===== config.mk =====
export PLATFORM = sky130hd
export DESIGN_NAME = instr_fetch_unit
export DESIGN_NICKNAME = d
export VERILOG_FILES = /design/src/rtl/instr_fetch_unit.sv
export SDC_FILE = /design/constraint.sdc
export NUM_CORES = 1
export LEC_CHECK = 0
export ABC_CLOCK_PERIOD_IN_PS = 3100
export CAP_MARGIN = 20
export CORE_ASPECT_RATIO = 1.25
export CORE_MARGIN = 2
export CORE_UTILIZATION = 50
export DETAILED_ROUTE_END_ITERATION = 8
export PLACE_DENSITY_LB_ADDON = 0.08
export SLEW_MARGIN = 20
export SYNTH_ARGS = -nofsm -noshare
export SYNTH_HDL_FRONTEND = slang
export SYNTH_SLANG_ARGS = --single-unit
export TNS_END_PERCENT = 20

===== constraint.sdc =====
create_clock -name ph1 -period 3.1 [get_ports ph1]
set_clock_uncertainty 0.1 [all_clocks]
set_input_delay 0.465 -clock ph1 [delete_from_list [all_inputs] [get_ports ph1]]
set_output_delay 0.465 -clock ph1 [all_outputs]
set_load 0.05 [all_outputs]

===== src/rtl/instr_fetch_unit.sv =====
// Instruction fetch stage: reads four bytes at the PC from byte-wide memory,
// packs them big-endian into one word, and owns PC sequencing and redirects.
module instr_fetch_unit #(
  parameter int                ADDR_W   = 8,
  parameter logic [ADDR_W-1:0] RESET_PC = '0
) (
  input  logic              ph1,
  input  logic              reset,
  input  logic              fetch_req,
  input  logic              redirect_valid,
  input  logic [ADDR_W-1:0] redirect_pc,
  input  logic [7:0]        MemData,
  output logic              MemRead,
  output logic [ADDR_W-1:0] Address,
  output logic [31:0]       instr,
  output logic              instr_valid,
  output logic [ADDR_W-1:0] instr_pc,
  output logic [ADDR_W-1:0] pc,
  output logic              busy
);

  typedef enum logic [2:0] {S_IDLE, S_B0, S_B1, S_B2, S_B3} state_t;

  state_t            r_state;
  logic [ADDR_W-1:0] r_pc;
  logic [ADDR_W-1:0] r_base;
  logic [ADDR_W-1:0] r_ipc;
  logic [31:0]       r_instr;
  logic [23:0]       r_shadow;
  logic              r_vld;
  logic [ADDR_W-1:0] w_ofs;

  always_comb begin
    w_ofs = '0;
    case (r_state)
      S_B1:    w_ofs = ADDR_W'(1);
      S_B2:    w_ofs = ADDR_W'(2);
      S_B3:    w_ofs = ADDR_W'(3);
      default: w_ofs = '0;
    endcase
  end

  assign busy        = (r_state != S_IDLE);
  assign MemRead     = busy;
  assign Address     = busy ? (r_base + w_ofs) : r_pc;
  assign pc          = r_pc;
  assign instr       = r_instr;
  assign instr_pc    = r_ipc;
  assign instr_valid = r_vld;

  always_ff @(posedge ph1) begin
    if (reset) begin
      r_state  <= S_IDLE;
      r_pc     <= RESET_PC;
      r_base   <= '0;
      r_ipc    <= '0;
      r_instr  <= '0;
      r_shadow <= '0;
      r_vld    <= 1'b0;
    end else begin
      r_vld <= 1'b0;
      if (r_state == S_IDLE) begin
        if (redirect_valid) begin
          r_pc <= redirect_pc;
          if (fetch_req) begin
            r_base  <= redirect_pc;
            r_state <= S_B0;
          end
        end else if (fetch_req) begin
          r_base  <= r_pc;
          r_state <= S_B0;
        end
      end else if (redirect_valid) begin
        // Redirect aborts an in-flight fetch, even on its final byte.
        r_pc    <= redirect_pc;
        r_state <= S_IDLE;
      end else begin
        case (r_state)
          S_B0: begin r_shadow[23:16] <= MemData; r_state <= S_B1; end
          S_B1: begin r_shadow[15:8]  <= MemData; r_state <= S_B2; end
          S_B2: begin r_shadow[7:0]   <= MemData; r_state <= S_B3; end
          S_B3: begin
            r_instr <= {r_shadow, MemData};
            r_ipc   <= r_base;
            r_pc    <= r_base + ADDR_W'(4);
            r_vld   <= 1'b1;
            r_state <= S_IDLE;
          end
          default: r_state <= S_IDLE;
        endcase
      end
    end
  end

endmodule


After elaboration in Yosys (flattened, before gate mapping)
Cells that the tools add are included.
Storage, ports and cells
  flip-flop bits (word level): 84
Cells by class
  multiplexer cells: 14
  bitwise gates (word level): 2
  reductions and logical operators: 10
  add/sub/neg operators: 2
  eq/ne operators: 6
Operator list (number)
  8-bit 2-to-1 mux: 8
  3-bit AND reduction: 4
  3-bit 2-to-1 mux: 3
  3-bit case mux with 3 select lines: 1
  8-bit by 3-bit adder with 8-bit output, second input constant: 1
  8-bit adder: 1
  3-bit by 2-bit == test with 1-bit output, second input constant: 2
  2-bit case mux with 3 select lines: 1
  2-bit != test, second input constant: 2
  2-bit AND reduction: 2
  3-bit by 1-bit == test with 1-bit output, second input constant: 1
  3-bit == test, second input constant: 1
  3-bit logical NOT: 1
  3-bit nonzero test: 1
  3-bit OR reduction: 1
  1-bit inverter: 2
  2-bit nonzero test: 1
  1-bit 2-to-1 mux: 1

Longest topological paths before layout
Gate-level depths: netlist (run 1).
  word-level depth: 4
  mapped depth: 10
  mapped depth without buffers: 9

Worst setup path after synthesis (run 1)
No wires, ideal clock.
  path type: register -> output
  start: reg r_state[1]
  end: out Address[6]
  required time: 2.535 ns
  setup slack: -0.218 ns
  data arrival time: 2.753 ns
  cell stages (with the launch flop): 11
  cells stage by stage: dfxtp_1 buf_4 xnor2_1 nor2_1 ha_1 inv_1 fa_1 nor2b_1 nand3_1 xor2_1 o21ai_0
Between the ends
  word-level cells in the longest chain between the ends: 4
  elaborated cells on any way between the ends: 7
RTL lines
  from (decl): line 24  | state_t r_state;
  from (signal assigned): line 53  | r_state <= S_IDLE;
  from (signal assigned): line 67  | r_state <= S_B0;
  from (signal assigned): line 71  | r_state <= S_B0;
  3-bit == test / 3-bit by 2-bit == test with 1-bit output (equally long branches): line 35  | case (r_state)
  2-bit case mux with 3 select lines: line 35
  8-bit adder: line 45  | assign Address = busy ? (r_base + w_ofs) : r_pc;
  8-bit 2-to-1 mux *: line 45
  to (decl): line 14  | output logic [ADDR_W-1:0] Address,
Every way passes the cells marked *; elsewhere a longest branch is shown, timed or not.

Final worst setup path (run 1)
Ends and elaborated chain as after synthesis.

==> run metrics, run 1 <==
outcome complete, no violations; cell type contributing the most total cell area after synthesis dfxtp_1; Core Area approximately 6800 sq um; clock tree root driver cell clkbuf_8; Worst R2R Setup Slack 1.05 ns; number of buffers inserted during clock tree synthesis 9; count of flip-flops with a built-in enable after synthesis 0; clock latency of the later-clocked register in the worst-skew pair roughly 0.35 ns; cells after synthesis 436; drt via density 5.10; pwr dens between 500 and 600 nW/um^2; CP startpoint kind flop; gp weighted congestion 0.892; Slew Viols, Final 0; fillcell total 603; number of antenna repair diodes 0; unrepaired setup endpoints after global routing false; total I/O pin count between 70 and 80; Hold Crit Depth 2; overall power of the completed layout 2.32 mW; detailed-routing iteration count for the pre-antenna-repair pass 4; Arrival @ worst endpoint 2.41 ns; final setup fails 0; fraction of registers with async set or reset after synthesis 0%; first-pass GRT wire length between 10,000 and 15,000 um; count of standard-cell rows 34; per-cell routed wire length 13.7 um; Rel. slew slack roughly half; Final Hold Vio Count 0; Slew @ Worst Pin 0.721 ns; clock period minus final worst setup slack 2.98 ns; clk sinks 84; type of the worst setup path reg -> out; share of layout cells above drive strength 1 9.27%; setup total negative slack 0 ns; pin count of the biggest net entering global routing 73; CTS clock-pin slew for the worst setup and hold paths 0.09 ns; library cell with the highest instance count after synthesis nand2_1; depth of the most critical reg-to-reg path 5; DR vias 3,044; Syn-to-layout area delta 31.4%; CTS tree yes; kind of path behind the tightest hold check reg -> reg; predominant post-synthesis flop cell dfxtp_1; sum of routed wire length over all layers 8180 um; aggregate global-route resource usage 22.2%; number of design-rule violations left by the first detailed-router iteration 167; required time at the endpoint of the critical path 2.53 ns; post-detailed-placement cell area 4340 sq um; nets in the synthesized netlist 460; maximum capacitance violations 0; mean instance size in the synthesized netlist 8.00 sq um; register area share after synthesis 48.2%; Yosys top cell area share between 40% and 50%; maximum fanout encountered on the critical timing path 10; Peak VDD IR 0.297 mV; number of antenna violations at the first check in global routing 0; Port Buffer Count 78; number of buffers between clock root and the deepest sink 2; vias in the first global route approximately 2,800; area of all placed cells without fillers 4580 sq um; synthesis warning total 0; Area contributors post-synth dfxtp_1 (48%), nand2_1 (15%), a21oi_1 (9.8%); highest achievable clock rate 336 MHz; final global-route overflow total 0; NumNets Final 526; final worst path period share 96.0%; starting density of the core 50.9%; critical path endpoint category primary output; DRT antenna net count 0; LEAKAGE ~1.6 nW; FF+latch count, synth 84; HPWL after detailed placement 5520 um; drt drc 0; number of H-tree branching levels 3; cell area after synthesis 3490 sq um; count of distinct cell types in the synthesized netlist 39; DIE AREA 7660 sq um; die span in x 78.7 um; most frequent cells after synthesis nand2_1 (141), dfxtp_1 (84), a21oi_1 (68); overall die height 97.4 um
[where the power goes]
| part | internal [mW] | leakage, nW | total, mW | switching, mW |
|---|---|---|---|---|
| Combinational | 0.132 | 0.820 | 0.325 | 0.193 |
| Clock | 0.459 | 0.104 | 0.855 | 0.396 |
| Sequential | 1.10 | 0.683 | 1.14 | 0.0356 |
[final timing paths]
check | startpoint | end
hold / removal | r_shadow[6] | instr[14]
hold reg to reg | r_shadow[6] | instr[14]
setup reg to reg | r_state[2] | r_base[1]
setup / recovery | r_state[1] | Address[6]
[placed cells by master (no fill, tap or decap), drive strengths merged, types with 8 or more instances in the layout]
cell type / count
mux2i: 9
nor2: 29
nand2: 141
clkdlybuf4s50: 70
inv: 8
a21oi: 68
dfxtp: 84
clkbuf: 11
buf: 17
a211oi: 11
nand3: 8
[routing by layer]
layer  share of wire (%)  up-vias  track usage, %
li1                    -     1566               -
met1                  42     1389            26.7
met2                  51       77            38.3
met3                 4.4       12            4.00
met4                 2.2        0            9.18
met5                   0        -               0
[through the flow]
step / hold WS (ns) / instances / utilization [%] / worst slack (ns)
floorplan: 0.332 / 436 / - / -0.0344
global placement: 0.342 / 580 / 63.3 / 0.267
detailed placement: 0.345 / 580 / 63.3 / 0.215
CTS: 0.346 / 597 / 66.7 / 0.00530
global route: 0.358 / 597 / 66.9 / 0.00786
finish: 0.354 / 597 / 66.9 / 0.123
[kinds of logic after synthesis]
kind of cell               count (synthesis)  share of synthesized area, %
AOI/OAI and AO/OA                         90                          14.5
xor gates and xnor gates                  12                          3.01
adders and majority gates                  4                          1.65
buffers and inverters                     39                          5.74
DFF                                       84                          48.2
muxes                                      9                          2.58
and+or+nand+nor                          198                          24.3
[area by class of cell]
cell class              instances  area (sq um)  share of cell area, %
inverters                       7          28.8                  0.628
repair buffers                 87           913                   19.9
multi-input cells             313          1620                   35.3
clock buffers                  11           131                   2.87
flip-flops and latches         84          1690                   36.9
well taps                      90           113                   2.46
clock inverters                 5          85.1                   1.86
[worst max-delay path: stages, from the launching register on]
cell	delay (ns)
dfxtp_4	0.40
xnor2_1	0.13
nor2_1	0.11
ha_1	0.17
inv_1	0.05
fa_1	0.42
nor2b_2	0.16
nand3_1	0.10
xor2_1	0.18
o21ai_2	0.17
buf_12	0.15
[state kept, by name, indices dropped and copies added (netlist names)]
signal and cells:
instr 32, r_state 3, r_base 8, instr_valid 1, pc 8, r_shadow 24
instr_pc 8
[what timing repair did]
item                       in CTS  in global routing
gates resized for setup         4                  5
buffers inserted                1                  0
pin swaps                       0                  0
setup endpoints to repair       4                  3
hold buffers                    0                  0
Note: power is estimated with default switching activity, not from simulation.
==> inputs of run 2 (changes only) <==
--- a/config.mk
+++ b/config.mk
@@ -10,6 +10,7 @@
 export CORE_ASPECT_RATIO = 1.25
 export CORE_MARGIN = 2
 export CORE_UTILIZATION = 50
+export CTS_CLUSTER_DIAMETER = 120
 export DETAILED_ROUTE_END_ITERATION = 8
 export PLACE_DENSITY_LB_ADDON = 0.08
 export SLEW_MARGIN = 20
==> results of run 2 <==
No change in the layout: final DEF, timing and power equal those of run 1.
==> inputs of run 3 (changes only) <==
--- a/config.mk
+++ b/config.mk
@@ -13,6 +13,7 @@
 export CTS_CLUSTER_DIAMETER = 120
 export DETAILED_ROUTE_END_ITERATION = 8
 export PLACE_DENSITY_LB_ADDON = 0.08
+export RECOVER_POWER = 100
 export SLEW_MARGIN = 20
 export SYNTH_ARGS = -nofsm -noshare
 export SYNTH_HDL_FRONTEND = slang
==> run 3 against run 2 <==
Net effect: fmax decreased by 0.18%; sequential power about the same; die area did not move; critical endpoint is now Address[5]; design area shrank 1.0%; combinational power down 7.4%.
==> run metrics, run 3 (synthesis gave the netlist of run 1 again) <==
outcome complete, no violations; depth of the most critical reg-to-reg path 5; number of antenna violations at the first check in global routing 0; setup ws final 0.118 ns; per-cell routed wire length 13.7 um; clock tree root driver cell clkbuf_8; combinational share of power between 10% and 20%; type of the worst setup path reg -> out; Core Area 6850 sq um; CP startpoint kind flop; Post-CTS Hold Fix Bufs 0; final worst hold slack 0.352 ns; final setup fails 0; highest achievable clock rate 335 MHz; Arrival @ worst endpoint 2.42 ns; Worst path max stage delay 0.40 ns; DIE AREA around 7700 sq um; net switching share of the total power a little over a quarter; count of standard-cell rows 34; drt via density 5.05; aggregate global-route resource usage 22.2%; cell count after placement 580; final global-route overflow total 0; drt drc 0; CTS tree yes; NumNets Final 526; kind of path behind the tightest hold check reg -> reg; clock share of power between 30% and 40%; capturing point of the worst reg2reg path r_base[1]; Hold Crit Depth 2; flip-flop count of the largest register after layout 32; Worst Hold Launch instr_pc[4]; number of antenna repair diodes 0; maximum capacitance violations 0; Final Non-Filler Cells 597; clk sinks 84; share of layout cells above drive strength 1 8.28%; unrepaired setup endpoints after global routing false; cell breakdown of the critical path nor3b_4 > nor2_1 > inv_1 > ha_1 > a21o_1 > nand2b_1 > xor2_1 > o21ai_0 > clkdlybuf4s15_2; most common library cell in the layout ignoring fill and taps nand2_1; clock period minus final worst setup slack 2.98 ns; cell-internal power 1.67 mW; Final Hold Vio Count 0; number of design-rule violations left by the first detailed-router iteration 164; sequential cell fraction of total power 49.5%; overall power of the completed layout around 2.3 mW; detailed-routing iteration count for the pre-antenna-repair pass 4; maximum fanout encountered on the critical timing path 9; gp weighted congestion roughly 0.9; Slew @ Worst Pin 0.932 ns; pin count of the biggest net entering global routing 73; Worst R2R Setup Slack 0.69 ns; Port Buffer Count 78; DR vias between 3,000 and 4,000; highest-delay cell along the critical path clkdlybuf4s15_2; pwr dens 506 nW/um^2; Syn-to-layout area delta 30.1%; LEAKAGE ~1.8 nW; switching power of the nets 0.622 mW; first-pass GRT wire length 13,500 um; critical path endpoint category primary output; die span in x 78.7 um; number of H-tree branching levels 3; HPWL after detailed placement 5520 um; total I/O pin count 79; starting density of the core roughly 50%; Slew Viols, Final 0; R2R Path Start r_state[2]; vias in the first global route 2,822; number of buffers inserted during clock tree synthesis 9; commonest cells after routing, fill and taps aside nand2_1 (141), dfxtp_1 (81), a21oi_1 (67), dlygate4sd3_1 (53), nor2_1 (29); end point of the worst hold path instr_pc[4]; number of buffers between clock root and the deepest sink 2; sum of routed wire length over all layers 8190 um; Peak VDD IR 0.296 mV; Rel. slew slack 37.8%; Placement Setup Slack 0.215 ns; clock latency of the later-clocked register in the worst-skew pair 0.35 ns; final worst path period share between 90 and 100%; overall die height 97.4 um; required time at the endpoint of the critical path 2.53 ns; CTS clock-pin slew for the worst setup and hold paths 0.09 ns; DRT antenna net count 0
-- run 3: changes by cell type in the layout (fill, tap and decap cells not counted), moves of 2 or more --
cell,delta
clkdlybuf4s15_2,+2
dlygate4sd3_1,+53
buf_4,-3
buf_12,-3
clkdlybuf4s50_1,-53
clkbuf_1,+3
-- run 3: power groups by stage --
| stage | clock network, mW | registers [mW] | logic (mW) |
|---|---|---|---|
| 6_report | 0.856 | 1.14 | 0.301 |
| 5_1_grt | 0.914 | 1.14 | 0.320 |
| 4_1_cts | 0.872 | 1.14 | 0.324 |
| 3_5_place_dp | 0 | 1.16 | 0.322 |
| 3_3_place_gp | 0 | 1.16 | 0.321 |
| 2_1_floorplan | 0 | 1.17 | 0.184 |
-- run 3: how the worst max path moves through the flow --
stage | startpoint | to | slack, ns | cells past startpoint
after floorplan | r_state[1] | Address[4] | -0.03 | 9
after global placement | r_state[1] | Address[6] | 0.27 | 10
after detailed placement | r_state[1] | Address[6] | 0.22 | 10
after CTS | r_state[2] | Address[6] | 0.005 | 10
after global routing | r_state[1] | Address[5] | 0.005 | 10
final | r_state[2] | Address[5] | 0.12 | 9
-- run 3: worst max-delay path: cells and delay by family (launching register included) --
family          cells  cell delay [ns]
flops               1             0.39
fa+ha+maj           1             0.27
xor+xnor            1             0.14
compound gates      2             0.36
simple gates        3             0.44
buf+inv             2             0.48
-- run 3: timing repair --
action                                  in CTS  in global routing
setup buffers                                1                  0
gates resized for setup                      4                  5
endpoints found under the setup margin       4                  3
-- run 3: layout make-up --
| class | instances | area, sq um |
|---|---|---|
| sequential | 84 | 1690 |
| inverter | 7 | 28.8 |
| clock inverter | 5 | 85.1 |
| clock buffer | 11 | 131 |
| fill | 603 | 2310 |
| tap | 90 | 113 |
| multi-input combinational | 313 | 1620 |
| timing repair buffer | 87 | 870 |
-- run 3: stage by stage --
| step | cell area (sq um) | setup TNS [ns] | utilization (%) |
|---|---|---|---|
| finish | 4540 | 0 | 66.2 |
| global route | 4540 | 0 | 66.2 |
| CTS | 4570 | 0 | 66.7 |
| detailed placement | 4340 | 0 | 63.3 |
| global placement | 4340 | 0 | 63.3 |
| floorplan | 3490 | -0.0344 | - |
-- run 3: layer usage --
metal  GRT usage, %  wire [um]  vias to the layer above
met5              0          0                        -
met4           9.18        139                        0
met3           4.00        324                       11
met2           38.3       4220                       66
met1           26.7       3500                     1371
li1               -          -                     1568
